$ cat src/rtl/grid_cursor_pkg.sv
// Shared types and width helpers for the grid cursor block.
package grid_cursor_pkg;

    typedef enum logic [1:0] {
        IDLE = 2'd0,
        ONE  = 2'd1,
        PAIR = 2'd2
    } sel_state_t;

    localparam int DEF_ROWS = 6;
    localparam int DEF_COLS = 6;

    function automatic int idx_w(input int rows, input int cols);
        return $clog2(rows * cols);
    endfunction

    function automatic int row_w(input int rows);
        return $clog2(rows);
    endfunction

    function automatic int col_w(input int cols);
        return $clog2(cols);
    endfunction

endpackage

$ cat src/rtl/grid_cursor_if.sv
// Tile-pair handshake from the cursor to the match checker.
interface grid_cursor_if
    import grid_cursor_pkg::*;
#(
    parameter int IDX_W = idx_w(DEF_ROWS, DEF_COLS)
) ();

    logic             pair_valid;
    logic             pair_ready;
    logic [IDX_W-1:0] pair_a;
    logic [IDX_W-1:0] pair_b;

    modport master (output pair_valid, output pair_a, output pair_b, input pair_ready);
    modport slave  (input pair_valid, input pair_a, input pair_b, output pair_ready);

endinterface

$ cat src/rtl/grid_cursor_key_repeat.sv
// Per-direction press detector; with AUTO_REPEAT_EN defined it also auto-repeats
// a held button (opposite button not held) after REPEAT_DELAY, then every REPEAT_PERIOD.
module key_repeat #(
    parameter int REPEAT_DELAY  = 16,
    parameter int REPEAT_PERIOD = 8
) (
    input  logic clk,
    input  logic rst,
    input  logic btn,
`ifdef AUTO_REPEAT_EN
    input  logic opp,
`endif
    output logic step
);

    logic btn_q;

    always_ff @(posedge clk or posedge rst) begin
        if (rst) btn_q <= 1'b0;
        else     btn_q <= btn;
    end

`ifdef AUTO_REPEAT_EN
    localparam int CNT_MAX = (REPEAT_DELAY > REPEAT_PERIOD) ? REPEAT_DELAY : REPEAT_PERIOD;
    localparam int CNT_W   = $clog2(CNT_MAX + 1);

    logic [CNT_W-1:0] cnt_q;
    logic [CNT_W-1:0] cnt_nxt;
    logic             active;
    logic             rise;
    logic             tc;

    // cnt_q==0 means disarmed; a repeat fires when the counter reaches 1.
    assign active = btn & ~opp;
    assign rise   = btn & ~btn_q;
    assign tc     = active & (cnt_q == CNT_W'(1));
    assign step   = (active & rise) | tc;

    always_comb begin
        cnt_nxt = cnt_q;
        if (!active)             cnt_nxt = '0;
        else if (rise)           cnt_nxt = CNT_W'(REPEAT_DELAY);
        else if (tc)             cnt_nxt = CNT_W'(REPEAT_PERIOD);
        else if (cnt_q != '0)    cnt_nxt = cnt_q - CNT_W'(1);
    end

    always_ff @(posedge clk or posedge rst) begin
        if (rst) cnt_q <= '0;
        else     cnt_q <= cnt_nxt;
    end
`else
    assign step = btn & ~btn_q;
`endif

    if (REPEAT_DELAY < 1 || REPEAT_PERIOD < 1) begin : g_bad_repeat
        $error("key_repeat: REPEAT_DELAY and REPEAT_PERIOD must be >= 1");
    end

endmodule

$ cat src/rtl/grid_cursor.sv
// Board cursor for a ROWS x COLS grid with wrap/clamp edges and a two-tile select FSM.
// Define AUTO_REPEAT_EN to enable auto-repeat on held direction buttons.
module grid_cursor
    import grid_cursor_pkg::*;
#(
    parameter int  ROWS          = DEF_ROWS,
    parameter int  COLS          = DEF_COLS,
    parameter bit  WRAP          = 1'b1,
    parameter int  REPEAT_DELAY  = 16,
    parameter int  REPEAT_PERIOD = 8,
    localparam int N             = ROWS * COLS,
    localparam int ROW_W         = row_w(ROWS),
    localparam int COL_W         = col_w(COLS),
    localparam int IDX_W         = idx_w(ROWS, COLS)
) (
    input  logic               clk,
    input  logic               rst,
    input  logic               up,
    input  logic               down,
    input  logic               left,
    input  logic               right,
    input  logic               sel,
    grid_cursor_if.master      pair_if,
    output logic [N-1:0]       cur_bus,
    output logic [ROW_W-1:0]   cur_row,
    output logic [COL_W-1:0]   cur_col,
    output logic               first_valid,
    output logic [IDX_W-1:0]   first_idx
);

    localparam logic [ROW_W-1:0] ROW_LAST   = ROW_W'(ROWS - 1);
    localparam logic [COL_W-1:0] COL_LAST   = COL_W'(COLS - 1);
    localparam logic [N-1:0]     ONEHOT_MSB = {1'b1, {(N-1){1'b0}}};

    if (ROWS < 2 || COLS < 2) begin : g_bad_size
        $error("grid_cursor: ROWS and COLS must be >= 2");
    end

    logic up_step, down_step, left_step, right_step;

    key_repeat #(.REPEAT_DELAY(REPEAT_DELAY), .REPEAT_PERIOD(REPEAT_PERIOD)) u_up (
        .clk  (clk),
        .rst  (rst),
        .btn  (up),
`ifdef AUTO_REPEAT_EN
        .opp  (down),
`endif
        .step (up_step)
    );

    key_repeat #(.REPEAT_DELAY(REPEAT_DELAY), .REPEAT_PERIOD(REPEAT_PERIOD)) u_down (
        .clk  (clk),
        .rst  (rst),
        .btn  (down),
`ifdef AUTO_REPEAT_EN
        .opp  (up),
`endif
        .step (down_step)
    );

    key_repeat #(.REPEAT_DELAY(REPEAT_DELAY), .REPEAT_PERIOD(REPEAT_PERIOD)) u_left (
        .clk  (clk),
        .rst  (rst),
        .btn  (left),
`ifdef AUTO_REPEAT_EN
        .opp  (right),
`endif
        .step (left_step)
    );

    key_repeat #(.REPEAT_DELAY(REPEAT_DELAY), .REPEAT_PERIOD(REPEAT_PERIOD)) u_right (
        .clk  (clk),
        .rst  (rst),
        .btn  (right),
`ifdef AUTO_REPEAT_EN
        .opp  (left),
`endif
        .step (right_step)
    );

    logic [ROW_W-1:0] row_q, row_nxt;
    logic [COL_W-1:0] col_q, col_nxt;
    logic [IDX_W-1:0] cur_idx;

    // Opposite steps in the same cycle cancel; vertical and horizontal are independent.
    always_comb begin
        row_nxt = row_q;
        if (up_step && !down_step) begin
            if (row_q != '0)   row_nxt = row_q - ROW_W'(1);
            else if (WRAP)     row_nxt = ROW_LAST;
        end else if (down_step && !up_step) begin
            if (row_q != ROW_LAST) row_nxt = row_q + ROW_W'(1);
            else if (WRAP)         row_nxt = '0;
        end
    end

    always_comb begin
        col_nxt = col_q;
        if (left_step && !right_step) begin
            if (col_q != '0)   col_nxt = col_q - COL_W'(1);
            else if (WRAP)     col_nxt = COL_LAST;
        end else if (right_step && !left_step) begin
            if (col_q != COL_LAST) col_nxt = col_q + COL_W'(1);
            else if (WRAP)         col_nxt = '0;
        end
    end

    always_ff @(posedge clk or posedge rst) begin
        if (rst) begin
            row_q <= '0;
            col_q <= '0;
        end else begin
            row_q <= row_nxt;
            col_q <= col_nxt;
        end
    end

    assign cur_idx = IDX_W'(row_q) * IDX_W'(COLS) + IDX_W'(col_q);
    assign cur_bus = ONEHOT_MSB >> cur_idx;
    assign cur_row = row_q;
    assign cur_col = col_q;

    logic             sel_q;
    logic             sel_press;
    sel_state_t       state_q, state_nxt;
    logic [IDX_W-1:0] first_q, first_nxt;
    logic [IDX_W-1:0] a_q, a_nxt;
    logic [IDX_W-1:0] b_q, b_nxt;

    assign sel_press = sel & ~sel_q;

    // cur_idx is the registered position, so a same-cycle move never affects sel.
    always_comb begin
        state_nxt = state_q;
        first_nxt = first_q;
        a_nxt     = a_q;
        b_nxt     = b_q;
        case (state_q)
            IDLE: begin
                if (sel_press) begin
                    state_nxt = ONE;
                    first_nxt = cur_idx;
                end
            end
            ONE: begin
                if (sel_press) begin
                    if (cur_idx == first_q) begin
                        state_nxt = IDLE;
                    end else begin
                        state_nxt = PAIR;
                        a_nxt     = first_q;
                        b_nxt     = cur_idx;
                    end
                end
            end
            PAIR: begin
                if (pair_if.pair_ready) state_nxt = IDLE;
            end
            default: state_nxt = IDLE;
        endcase
    end

    always_ff @(posedge clk or posedge rst) begin
        if (rst) begin
            sel_q   <= 1'b0;
            state_q <= IDLE;
            first_q <= '0;
            a_q     <= '0;
            b_q     <= '0;
        end else begin
            sel_q   <= sel;
            state_q <= state_nxt;
            first_q <= first_nxt;
            a_q     <= a_nxt;
            b_q     <= b_nxt;
        end
    end

    assign first_valid        = (state_q != IDLE);
    assign first_idx          = first_q;
    assign pair_if.pair_valid = (state_q == PAIR);
    assign pair_if.pair_a     = a_q;
    assign pair_if.pair_b     = b_q;

endmodule
$ cat src/flat_wrapper.sv
// flat-port wrapper written by rule: the top's interface ports become plain ports
module grid_cursor_flat import grid_cursor_pkg::*;
#(
    parameter int  ROWS          = DEF_ROWS,
    parameter int  COLS          = DEF_COLS,
    parameter bit  WRAP          = 1'b1,
    parameter int  REPEAT_DELAY  = 16,
    parameter int  REPEAT_PERIOD = 8,
    localparam int N             = ROWS * COLS,
    localparam int ROW_W         = row_w(ROWS),
    localparam int COL_W         = col_w(COLS),
    localparam int IDX_W         = idx_w(ROWS, COLS)
)
  (clk, rst, up, down, left, right, sel, cur_bus, cur_row, cur_col, first_valid, first_idx, pair_if_pair_valid, pair_if_pair_a, pair_if_pair_b, pair_if_pair_ready);
  grid_cursor_if pair_if_i ();
  input  logic clk;
  input  logic rst;
  input  logic up;
  input  logic down;
  input  logic left;
  input  logic right;
  input  logic sel;
  output logic [N-1:0] cur_bus;
  output logic [ROW_W-1:0] cur_row;
  output logic [COL_W-1:0] cur_col;
  output logic first_valid;
  output logic [IDX_W-1:0] first_idx;
  output wire logic [$bits(pair_if_i.pair_valid)-1:0] pair_if_pair_valid;
  output wire logic [$bits(pair_if_i.pair_a)-1:0] pair_if_pair_a;
  output wire logic [$bits(pair_if_i.pair_b)-1:0] pair_if_pair_b;
  input wire logic [$bits(pair_if_i.pair_ready)-1:0] pair_if_pair_ready;
  assign pair_if_pair_valid = pair_if_i.pair_valid;
  assign pair_if_pair_a = pair_if_i.pair_a;
  assign pair_if_pair_b = pair_if_i.pair_b;
  assign pair_if_i.pair_ready = pair_if_pair_ready;
  grid_cursor #(.ROWS(ROWS), .COLS(COLS), .WRAP(WRAP), .REPEAT_DELAY(REPEAT_DELAY), .REPEAT_PERIOD(REPEAT_PERIOD)) u_core (.clk(clk), .rst(rst), .up(up), .down(down), .left(left), .right(right), .sel(sel), .pair_if(pair_if_i), .cur_bus(cur_bus), .cur_row(cur_row), .cur_col(cur_col), .first_valid(first_valid), .first_idx(first_idx));
endmodule
$ cat config.mk
export PLATFORM = sky130hd
export DESIGN_NAME = grid_cursor_flat
export DESIGN_NICKNAME = d
export VERILOG_FILES = /design/src/rtl/grid_cursor_pkg.sv /design/src/rtl/grid_cursor_if.sv /design/src/rtl/grid_cursor_key_repeat.sv /design/src/rtl/grid_cursor.sv /design/src/flat_wrapper.sv
export SDC_FILE = /design/constraint.sdc
export NUM_CORES = 1
export LEC_CHECK = 0
export BUFFER_PORTS_ARGS = -buffer_cell sky130_fd_sc_hd__buf_2
export CORE_AREA = 2 2 77 79
export DETAILED_ROUTE_END_ITERATION = 8
export DIE_AREA = 0 0 79 81
export GPL_TIMING_DRIVEN = 1
export PLACE_DENSITY_LB_ADDON = 0.08
export SLEW_MARGIN = 20
export SYNTH_ARGS = -nofsm -noshare
export SYNTH_HDL_FRONTEND = slang
export SYNTH_HIERARCHICAL = 1
export SYNTH_SLANG_ARGS = --single-unit
$ cat constraint.sdc
create_clock -name clk -period 2.6 [get_ports clk]
set_input_delay 0.52 -clock clk [delete_from_list [all_inputs] [get_ports clk]]
set_output_delay 0.52 -clock clk [all_outputs]
set_load 0.05 [all_outputs]
==> results.md, run 1 <==
• nets: 347
• area share of the largest cell type after synthesis: 0.380
• clock latency at the later pin of the worst-skew pair: 280 ps
• layout filler cell count: 444
• top cell family by delay on the critical path: simple AND/OR/NAND/NOR gates
• MaxCap Viol Count: 0
• Worst Skew: 7.07 ps
• post-DP HPWL: 4200 microns
• syn_nets: 222
• Sequential cell area: 781 sq um
• Std-Cell Rows: 28
• TritonCTS clock tree: yes
• final antenna diode count: 0
• vias: 1877
• die outline area: 6400 sq um
• number of buffers created by CTS: 5
• Final GP Congestion: 0.751
• path depth of the worst reg2reg path: 11
• via count of the first global-routing pass: 1899
• number of synthesis warnings: 6
• y dimension of the die: 81 microns
• initial DRC count: 65
• Worst path slowest cell: sky130_fd_sc_hd__fa_2
• list of most frequent post-synthesis cells: sky130_fd_sc_hd__nor2_1, sky130_fd_sc_hd__dfrtp_1, sky130_fd_sc_hd__inv_1
• number of hold violations in the final report: 0
• Hold Path Class: in -> async
• drc violations: 0
• IO Pins: 70
• dominant cells by area after synthesis: sky130_fd_sc_hd__dfrtp_1, sky130_fd_sc_hd__nor2_1, sky130_fd_sc_hd__ha_1
• final-report setup violation count: 49
• largest fanout of any net on the critical path: 5
• Root Buffer Master: sky130_fd_sc_hd__clkbuf_8
• reg-to-reg startpoint: u_core/cur_row[0]
• type of origin of the critical path: flop
• maximum root-to-sink buffer count: 2
• antenna viol nets, final: 0
• Layout Area Growth over Synthesis: 85.0%
• first-pass GRT wire length: 9130 microns
• ratio of cells with drive above 1 in the final layout: 0.681
• Critical path buffers and inverters: 2
• violated checks: negative setup slack
• capture point of the worst reg-to-reg path: u_core/pair_if.pair_a[0]
• biggest area consumer among synthesized cells: sky130_fd_sc_hd__dfrtp_1
• GRT Residual Overflow: 0
• worst max-slew margin expressed relative to the limit: 0.592
• Clock Pin Slew Worst Setup and Hold Paths: 60 ps
• CP arrival: 2580 ps
• sequential element share of the synthesized area: 0.380
• combined area of the multi-input logic cells: 1620 sq um
• register bit count reported by yosys: 31
• portion of the clock cycle consumed by the worst path in the final layout: 1.19
• unrepaired setup endpoints after global routing: yes
• Pre-antenna DRT Iters: 4
• worst reg2reg setup slack: -280 ps
• initial antenna violation count: 0
• Cell Area, Synth: 2040 sq um
• die width: 79 microns
• crit-path cells: ha_4 > inv_2 > fa_2 > nor3_4 > xnor2_2 > or3_4 > nor2_4 > buf_8
• worst setup path start: u_core/cur_row[0]
• pin count of the biggest net entering global routing: 28
• worst setup path category: reg -> out
• clock period minus worst slack: 3100 ps
• Top FF cell, synth: sky130_fd_sc_hd__dfrtp_1
• total number of cells along the worst setup path: 8
• Clock H-tree levels: 2
• outcome: complete, but fails checks
• min setup slack post-route: -504 ps
• Critical Path Sink Type: output port
• mean area per synthesized cell: 10.2 sq um
• Post-synth ARST share: 1.00
• number of synthesized flops with an enable pin: 0
• average detailed-routed wire length per instance: 14.5 microns
• worst hold-check slack: 105 ps
• biggest cell delay along the critical path: 490 ps
• leading cell type by number of instances after synthesis: sky130_fd_sc_hd__nor2_1
• CP endpoint: cur_bus[29]
• count of clock tree sinks: 31
• slew of the pin with the lowest slew margin: 609 ps
• top achievable clock speed: 0.322 GHz
• final number of max-transition violations: 0
• data required time of the critical path: 2080 ps
• drt total wl: 5810 microns
• area of the core: 5680 sq um
• post-synthesis instance total: 201
• # port buffers: 69
• vias per cell: 4.68
• overall global routing resource usage: 0.182
• Cell variety after synth: 45
• Initial Util: 0.360
registers in the layout, summed over array words and instances, names as in the netlist:
signal / cells
u_core/u_left/btn_q: 1
u_core/pair_if.pair_b: 6
u_core/state_q: 2
u_core/cur_col: 3
u_core/u_down/btn_q: 1
u_core/u_up/btn_q: 1
u_core/pair_if.pair_a: 6
u_core/u_right/btn_q: 1
u_core/sel_q: 1
u_core/first_idx: 6
u_core/cur_row: 3
worst min path at each step:
stage | start | to | slack [ps] | cells after the start
after floorplan | rst | u_core/u_down/btn_q | 250 | 1
after global placement | rst | u_core/u_down/btn_q | 400 | 2
after detailed placement | rst | u_core/u_down/btn_q | 400 | 2
after CTS | rst | u_core/u_down/btn_q | 100 | 2
after global routing | rst | u_core/u_right/btn_q | 100 | 2
final | rst | u_core/u_down/btn_q | 110 | 2
layout by cell type (no fill, tap or decap), types with 4 or more instances in the layout:
master	count
sky130_fd_sc_hd__o21ai_0	4
sky130_fd_sc_hd__nor2_1	10
sky130_fd_sc_hd__nor2_4	26
sky130_fd_sc_hd__inv_1	14
sky130_fd_sc_hd__buf_6	34
sky130_fd_sc_hd__buf_4	43
sky130_fd_sc_hd__mux2_4	10
sky130_fd_sc_hd__dfrtp_1	27
sky130_fd_sc_hd__nor2b_4	4
sky130_fd_sc_hd__mux2_2	4
sky130_fd_sc_hd__clkbuf_8	5
sky130_fd_sc_hd__buf_8	12
sky130_fd_sc_hd__buf_2	33
sky130_fd_sc_hd__nand3b_1	5
sky130_fd_sc_hd__nor3_4	11
sky130_fd_sc_hd__ha_1	9
sky130_fd_sc_hd__dfrtp_2	4
sky130_fd_sc_hd__a21oi_1	8
per-layer routing:
metal / share of wire / up-vias / global-route usage
met3: 0.029 / 2 / 0.0333
met5: 0 / - / 0
met2: 0.54 / 32 / 0.330
met4: 0.0034 / 0 / 0.0310
met1: 0.43 / 913 / 0.229
li1: - / 930 / -
stage by stage:
stage | utilization | instances | TNS (ps) | setup WS (ps) | cell area [sq um]
2_1_floorplan | - | 201 | -25010 | -730 | 2430
3_3_place_gp | 0.558 | 382 | -10170 | -320 | 3160
3_5_place_dp | 0.558 | 382 | -11350 | -356 | 3160
4_1_cts | 0.649 | 398 | -17330 | -509 | 3680
5_1_grt | 0.666 | 401 | -22600 | -606 | 3780
6_report | 0.666 | 401 | -18020 | -504 | 3780
what timing repair did:
| item | 4_1_cts | 5_1_grt |
|---|---|---|
| gates resized for setup | 102 | 20 |
| hold buffers | 0 | 0 |
| setup buffers | 9 | 6 |
| pin swaps | 33 | 12 |
| hold endpoints to repair | 0 | 0 |
| endpoints found under the setup margin | 49 | 49 |
area by class of cell:
cell class              instances  share of cell area
multi-input cells             145               0.429
repair buffers                125               0.294
flip-flops and latches         31               0.207
well taps                      75              0.0248
clock buffers                   6              0.0192
inverters                      18              0.0185
clock inverters                 1             0.00795
logic make-up (layout without fill, tap and decap cells):
kind of cell	Yosys count	count (layout)	share of synthesized area
fa+ha+maj	13	13	0.0870
buf+inv	25	150	0.0643
flops	31	31	0.380
simple gates	79	79	0.211
mux	17	17	0.107
compound gates	24	24	0.0821
xor+xnor	12	12	0.0686
Power of run 1 is left out: the tool's default activity adds up to more than one toggle a clock period on the data nets, which glitch-free logic cannot reach.
==> run 2: changes to the inputs <==
--- a/config.mk
+++ b/config.mk
@@ -11,6 +11,7 @@
 export DIE_AREA = 0 0 79 81
 export GPL_TIMING_DRIVEN = 1
 export PLACE_DENSITY_LB_ADDON = 0.08
+export SETUP_SLACK_MARGIN = 0.4
 export SLEW_MARGIN = 20
 export SYNTH_ARGS = -nofsm -noshare
 export SYNTH_HDL_FRONTEND = slang
==> results.md, run 2 (synthesized netlist as in run 1, its figures left out) <==
• outcome: complete, but fails checks
• violated checks: negative setup slack
• worst max-slew margin expressed relative to the limit: 0.570, -0.0221
• Clock H-tree levels: 2, unchanged
• post-DP HPWL: 4200 microns, unchanged
• nets: 350, +0.86%
• pin count of the biggest net entering global routing: 28, unchanged
• Critical path buffers and inverters: 3, +1
• drc violations: 0, unchanged
• Hold Path Class: in -> async
• average detailed-routed wire length per instance: 14.6 microns, +0.92%
• clock latency at the later pin of the worst-skew pair: 280 ps, about the same
• y dimension of the die: 81 microns, unchanged
• portion of the clock cycle consumed by the worst path in the final layout: 1.21, +0.0147
• largest fanout of any net on the critical path: 5, unchanged
• initial DRC count: 51, -22%
• layout filler cell count: 438, -1.4%
• data required time of the critical path: 2080 ps, about the same
• Layout Area Growth over Synthesis: 88.7%
• antenna viol nets, final: 0, unchanged
• overall global routing resource usage: 0.182, unchanged
• Pre-antenna DRT Iters: 4, unchanged
• capture point of the worst reg-to-reg path: u_core/pair_if.pair_a[1]
• biggest cell delay along the critical path: 490 ps, about the same
• # port buffers: 69, unchanged
• Worst Skew: 4.72 ps, -2.34 ps
• Final GP Congestion: 0.751, unchanged
• type of origin of the critical path: flop
• die width: 79 microns, unchanged
• path depth of the worst reg2reg path: 11, unchanged
• ratio of cells with drive above 1 in the final layout: 0.684, +0.00291
• vias per cell: 4.67, -0.21%
• MaxCap Viol Count: 0, unchanged
• IO Pins: 70, unchanged
• slew of the pin with the lowest slew margin: 642 ps, +33.0 ps
• vias: 1887, +0.53%
• Critical Path Sink Type: output port
• die outline area: 6400 sq um, unchanged
• GRT Residual Overflow: 0, unchanged
• initial antenna violation count: 0, unchanged
• count of clock tree sinks: 31, unchanged
• CP arrival: 2620 ps, +40 ps
• Root Buffer Master: sky130_fd_sc_hd__clkbuf_8
• Clock Pin Slew Worst Setup and Hold Paths: 60 ps, about the same
• worst reg2reg setup slack: -250 ps, +30 ps
• reg-to-reg startpoint: u_core/cur_row[0]
• worst setup path category: reg -> out
• first-pass GRT wire length: 9130 microns, unchanged
• unrepaired setup endpoints after global routing: yes
• crit-path cells: ha_4 > inv_2 > fa_2 > nor3_4 > xnor2_2 > or3_4 > buf_6 > nor2_4 > buf_8
• TritonCTS clock tree: yes
• number of hold violations in the final report: 0, unchanged
• summed negative setup slack over all endpoints: -18180 ps, -164 ps
• top cell family by delay on the critical path: simple AND/OR/NAND/NOR gates
• area of the core: 5680 sq um, unchanged
• top achievable clock speed: 0.318 GHz, -1.2%
• Worst path slowest cell: sky130_fd_sc_hd__fa_2
• commonest cells after routing, fill and taps aside: sky130_fd_sc_hd__buf_6, sky130_fd_sc_hd__buf_4, sky130_fd_sc_hd__buf_2, sky130_fd_sc_hd__dfrtp_1, sky130_fd_sc_hd__nor2_4
• final-report setup violation count: 49, unchanged
• Initial Util: 0.360, unchanged
• via count of the first global-routing pass: 1899, unchanged
• final number of max-transition violations: 0, unchanged
• min setup slack post-route: -542 ps, -38.2 ps
• drt total wl: 5900 microns, +1.7%
• clock period minus worst slack: 3140 ps, +38.2 ps
• worst hold-check slack: 105 ps, -0.588 ps
• Std-Cell Rows: 28, unchanged
• number of buffers created by CTS: 5, unchanged
• maximum root-to-sink buffer count: 2, unchanged
• worst setup path start: u_core/cur_row[0]
• hold buffer count at cts: 0, unchanged
• final antenna diode count: 0, unchanged
## run 2: area by class of cell
class                           count  area [sq um]  area share
Inverter                           18          70.1      0.0182
Sequential cell                    31           781       0.203
Clock inverter                      1          30.0     0.00779
Multi-Input combinational cell    145          1620       0.421
Tap cell                           75          93.8      0.0244
Clock buffer                        6          72.6      0.0188
Timing Repair Buffer              128          1180       0.307
## run 2: worst max path at each step
stage / end / slack [ps] / depth (start not counted)
floorplan: cur_bus[13] / -730 / 8
global placement: cur_bus[29] / -320 / 10
detailed placement: cur_bus[29] / -360 / 10
CTS: cur_bus[29] / -510 / 10
global route: cur_bus[29] / -650 / 9
finish: cur_bus[29] / -540 / 9
## run 2: metal layers
| layer | vias to the layer above | share of wire | track usage |
|---|---|---|---|
| met3 | 9 | 0.028 | 0.0333 |
| met2 | 36 | 0.53 | 0.330 |
| met5 | - | 0 | 0 |
| li1 | 939 | - | - |
| met4 | 0 | 0.014 | 0.0310 |
| met1 | 903 | 0.43 | 0.229 |
## run 2: worst reg2reg max path: cells and delay by family (launching register included)
kind                     cells  cell delay (ps)
AO/OA/AOI/OAI                1              250
multiplexers                 1              300
XOR/XNOR                     1              140
flip-flops                   1              410
adder cells (fa/ha/maj)      2              910
AND/OR/NAND/NOR              1              180
buffers and inverters        5              540
## run 2: what timing repair did
item / 4_1_cts / 5_1_grt
pin swaps: 33 / 11
setup buffers: 9 / 5
endpoints found under the setup margin: 49 / 50
gates cloned: 0 / 1
gates resized for setup: 102 / 24
## run 2: per-stage QoR
stage | utilization | instance area (sq um) | worst slack, ps | cells
after floorplan | - | 2430 | -730 | 201
after global placement | 0.558 | 3160 | -320 | 382
after detailed placement | 0.558 | 3160 | -356 | 382
after CTS | 0.649 | 3680 | -509 | 398
after global routing | 0.679 | 3850 | -647 | 404
final | 0.679 | 3850 | -542 | 404
Power of run 2 is left out for the same reason.
==> run 3: changes to the inputs <==
==> constraint.sdc (replaced) <==
create_clock -name clk -period 2.6 [get_ports clk]
set_input_delay 0.26 -clock clk [delete_from_list [all_inputs] [get_ports clk]]
set_output_delay 0.26 -clock clk [all_outputs]
set_load 0.05 [all_outputs]
==> results.md, run 3 (synthesized netlist as in run 1, its figures left out) <==
• drt total wl: 5950 microns, +0.76%
• drc violations: 0, unchanged
• Root Buffer Master: sky130_fd_sc_hd__clkbuf_8
• area of the core: 5680 sq um, unchanged
• slew of the pin with the lowest slew margin: 663 ps, +21.4 ps
• first-pass GRT wire length: 9010 microns, -1.3%
• clock period minus worst slack: 2890 ps, -249 ps
• initial DRC count: 46, -9.8%
• Critical Path Sink Type: output port
• type of origin of the critical path: flop
• largest fanout of any net on the critical path: 6, +1
• min-delay src: left
• min setup slack post-route: -293 ps, +249 ps
• reg-to-reg startpoint: u_core/cur_row[1]
• overall global routing resource usage: 0.182, +0.000519
• portion of the clock cycle consumed by the worst path in the final layout: 1.11, -0.0957
• ratio of cells with drive above 1 in the final layout: 0.685, +0.00129
• die outline area: 6400 sq um, unchanged
• path depth of the worst reg2reg path: 11, unchanged
• top achievable clock speed: 0.346 GHz, +8.6%
• final-report setup violation count: 49, unchanged
• antenna viol nets, final: 0, unchanged
• post-DP HPWL: 3750 microns, -11%
• unrepaired setup endpoints after global routing: yes
• Clock H-tree levels: 2, unchanged
• count of clock tree sinks: 31, unchanged
• dpl ws: -121 ps, +235 ps
• Worst Skew: 3.64 ps, -1.09 ps
• worst max-slew margin expressed relative to the limit: 0.556, -0.0143
• layout filler cell count: 434, -0.91%
• IO Pins: 70, unchanged
• vias: 1892, +0.26%
• y dimension of the die: 81 microns, unchanged
• pin count of the biggest net entering global routing: 28, unchanged
• initial antenna violation count: 0, unchanged
• vias per cell: 4.74, +1.5%
• outcome: complete, but fails checks
• worst hold-check slack: 92.7 ps, -11.9 ps
• Final GP Congestion: 0.766, +1.9%
• worst reg2reg setup slack: -280 ps, -30 ps
• maximum root-to-sink buffer count: 2, unchanged
• die width: 79 microns, unchanged
• via count of the first global-routing pass: 1855, -2.3%
• Layout Area Growth over Synthesis: 88.1%
• TritonCTS clock tree: yes
• final antenna diode count: 0, unchanged
• Std-Cell Rows: 28, unchanged
• worst setup path category: reg -> out
• # port buffers: 69, unchanged
• nets: 345, -1.4%
• Pre-antenna DRT Iters: 4, unchanged
• CP arrival: 2630 ps, about the same
• MaxCap Viol Count: 0, unchanged
• data required time of the critical path: 2340 ps, +260 ps
• final number of max-transition violations: 0, unchanged
• clock latency at the later pin of the worst-skew pair: 290 ps, about the same
• capture point of the worst reg-to-reg path: u_core/pair_if.pair_b[3]
• number of instances on the worst hold path: 1
• commonest cells after routing, fill and taps aside: sky130_fd_sc_hd__buf_6, sky130_fd_sc_hd__buf_4, sky130_fd_sc_hd__buf_2, sky130_fd_sc_hd__dfrtp_1, sky130_fd_sc_hd__nor2_4
• Clock Pin Slew Worst Setup and Hold Paths: 60 ps, about the same
• Hold Path Class: in -> reg
• violated checks: negative setup slack
• number of hold violations in the final report: 0, unchanged
• number of buffers created by CTS: 5, unchanged
• endpoint with the worst hold slack: u_core/u_left/btn_q
• GRT Residual Overflow: 0, unchanged
• average detailed-routed wire length per instance: 14.9 microns, +2.0%
• Initial Util: 0.360, unchanged
-- run 3: worst max path at each step --
stage / from / endpoint / slack (ps) / cells past startpoint
after global placement: u_core/cur_row[1] / u_core/pair_if.pair_a[5] / -110 / 9
after detailed placement: u_core/cur_row[0] / u_core/pair_if.pair_b[5] / -120 / 9
after global routing: u_core/cur_row[1] / cur_bus[29] / -400 / 10
final: u_core/cur_row[1] / cur_bus[35] / -290 / 10
after CTS: u_core/cur_row[1] / cur_bus[29] / -280 / 10
after floorplan: u_core/cur_row[1] / cur_bus[13] / -470 / 8
-- run 3: timing repair --
action	in CTS	in global routing
hold buffers	1	0
endpoints found under the hold margin	4	0
setup endpoints to repair	49	50
buffers inserted	10	7
cloned	0	2
resized for setup	86	35
pin swaps	30	17
-- run 3: per-layer routing --
metal | share of wire | track usage | up-vias
met5 | 0 | 0 | -
met4 | 0.022 | 0.0569 | 0
met3 | 0.036 | 0.0344 | 10
met2 | 0.52 | 0.310 | 35
met1 | 0.42 | 0.236 | 914
li1 | - | - | 933
-- run 3: cell type report --
type                            instances  area, sq um  area share
Sequential cell                        31          781       0.203
Multi-Input combinational cell        145         1640       0.427
Clock buffer                            6         72.6      0.0189
Tap cell                               75         93.8      0.0244
Inverter                               18         70.1      0.0182
Clock inverter                          1         30.0     0.00782
Timing Repair Buffer                  123         1150       0.300
-- run 3: stage by stage --
step / instances / setup TNS, ps / utilization / instance area (sq um)
6_report: 399 / -10380 / 0.677 / 3840
3_3_place_gp: 372 / -1890 / 0.547 / 3100
5_1_grt: 399 / -15080 / 0.677 / 3840
3_5_place_dp: 372 / -2490 / 0.547 / 3100
2_1_floorplan: 201 / -15650 / - / 2430
4_1_cts: 390 / -8650 / 0.629 / 3570
-- run 3: worst max-delay path, stage by stage, from the launching register on --
cell and delay [ps]:
sky130_fd_sc_hd__dfrtp_2 450, sky130_fd_sc_hd__ha_4 170, sky130_fd_sc_hd__inv_2 50, sky130_fd_sc_hd__fa_2 490, sky130_fd_sc_hd__buf_6 160, sky130_fd_sc_hd__nor2_4 170, sky130_fd_sc_hd__xnor2_4 110, sky130_fd_sc_hd__or3_1 330
sky130_fd_sc_hd__buf_6 160, sky130_fd_sc_hd__nor2_4 90, sky130_fd_sc_hd__buf_6 160
Power of run 3 is left out for the same reason.
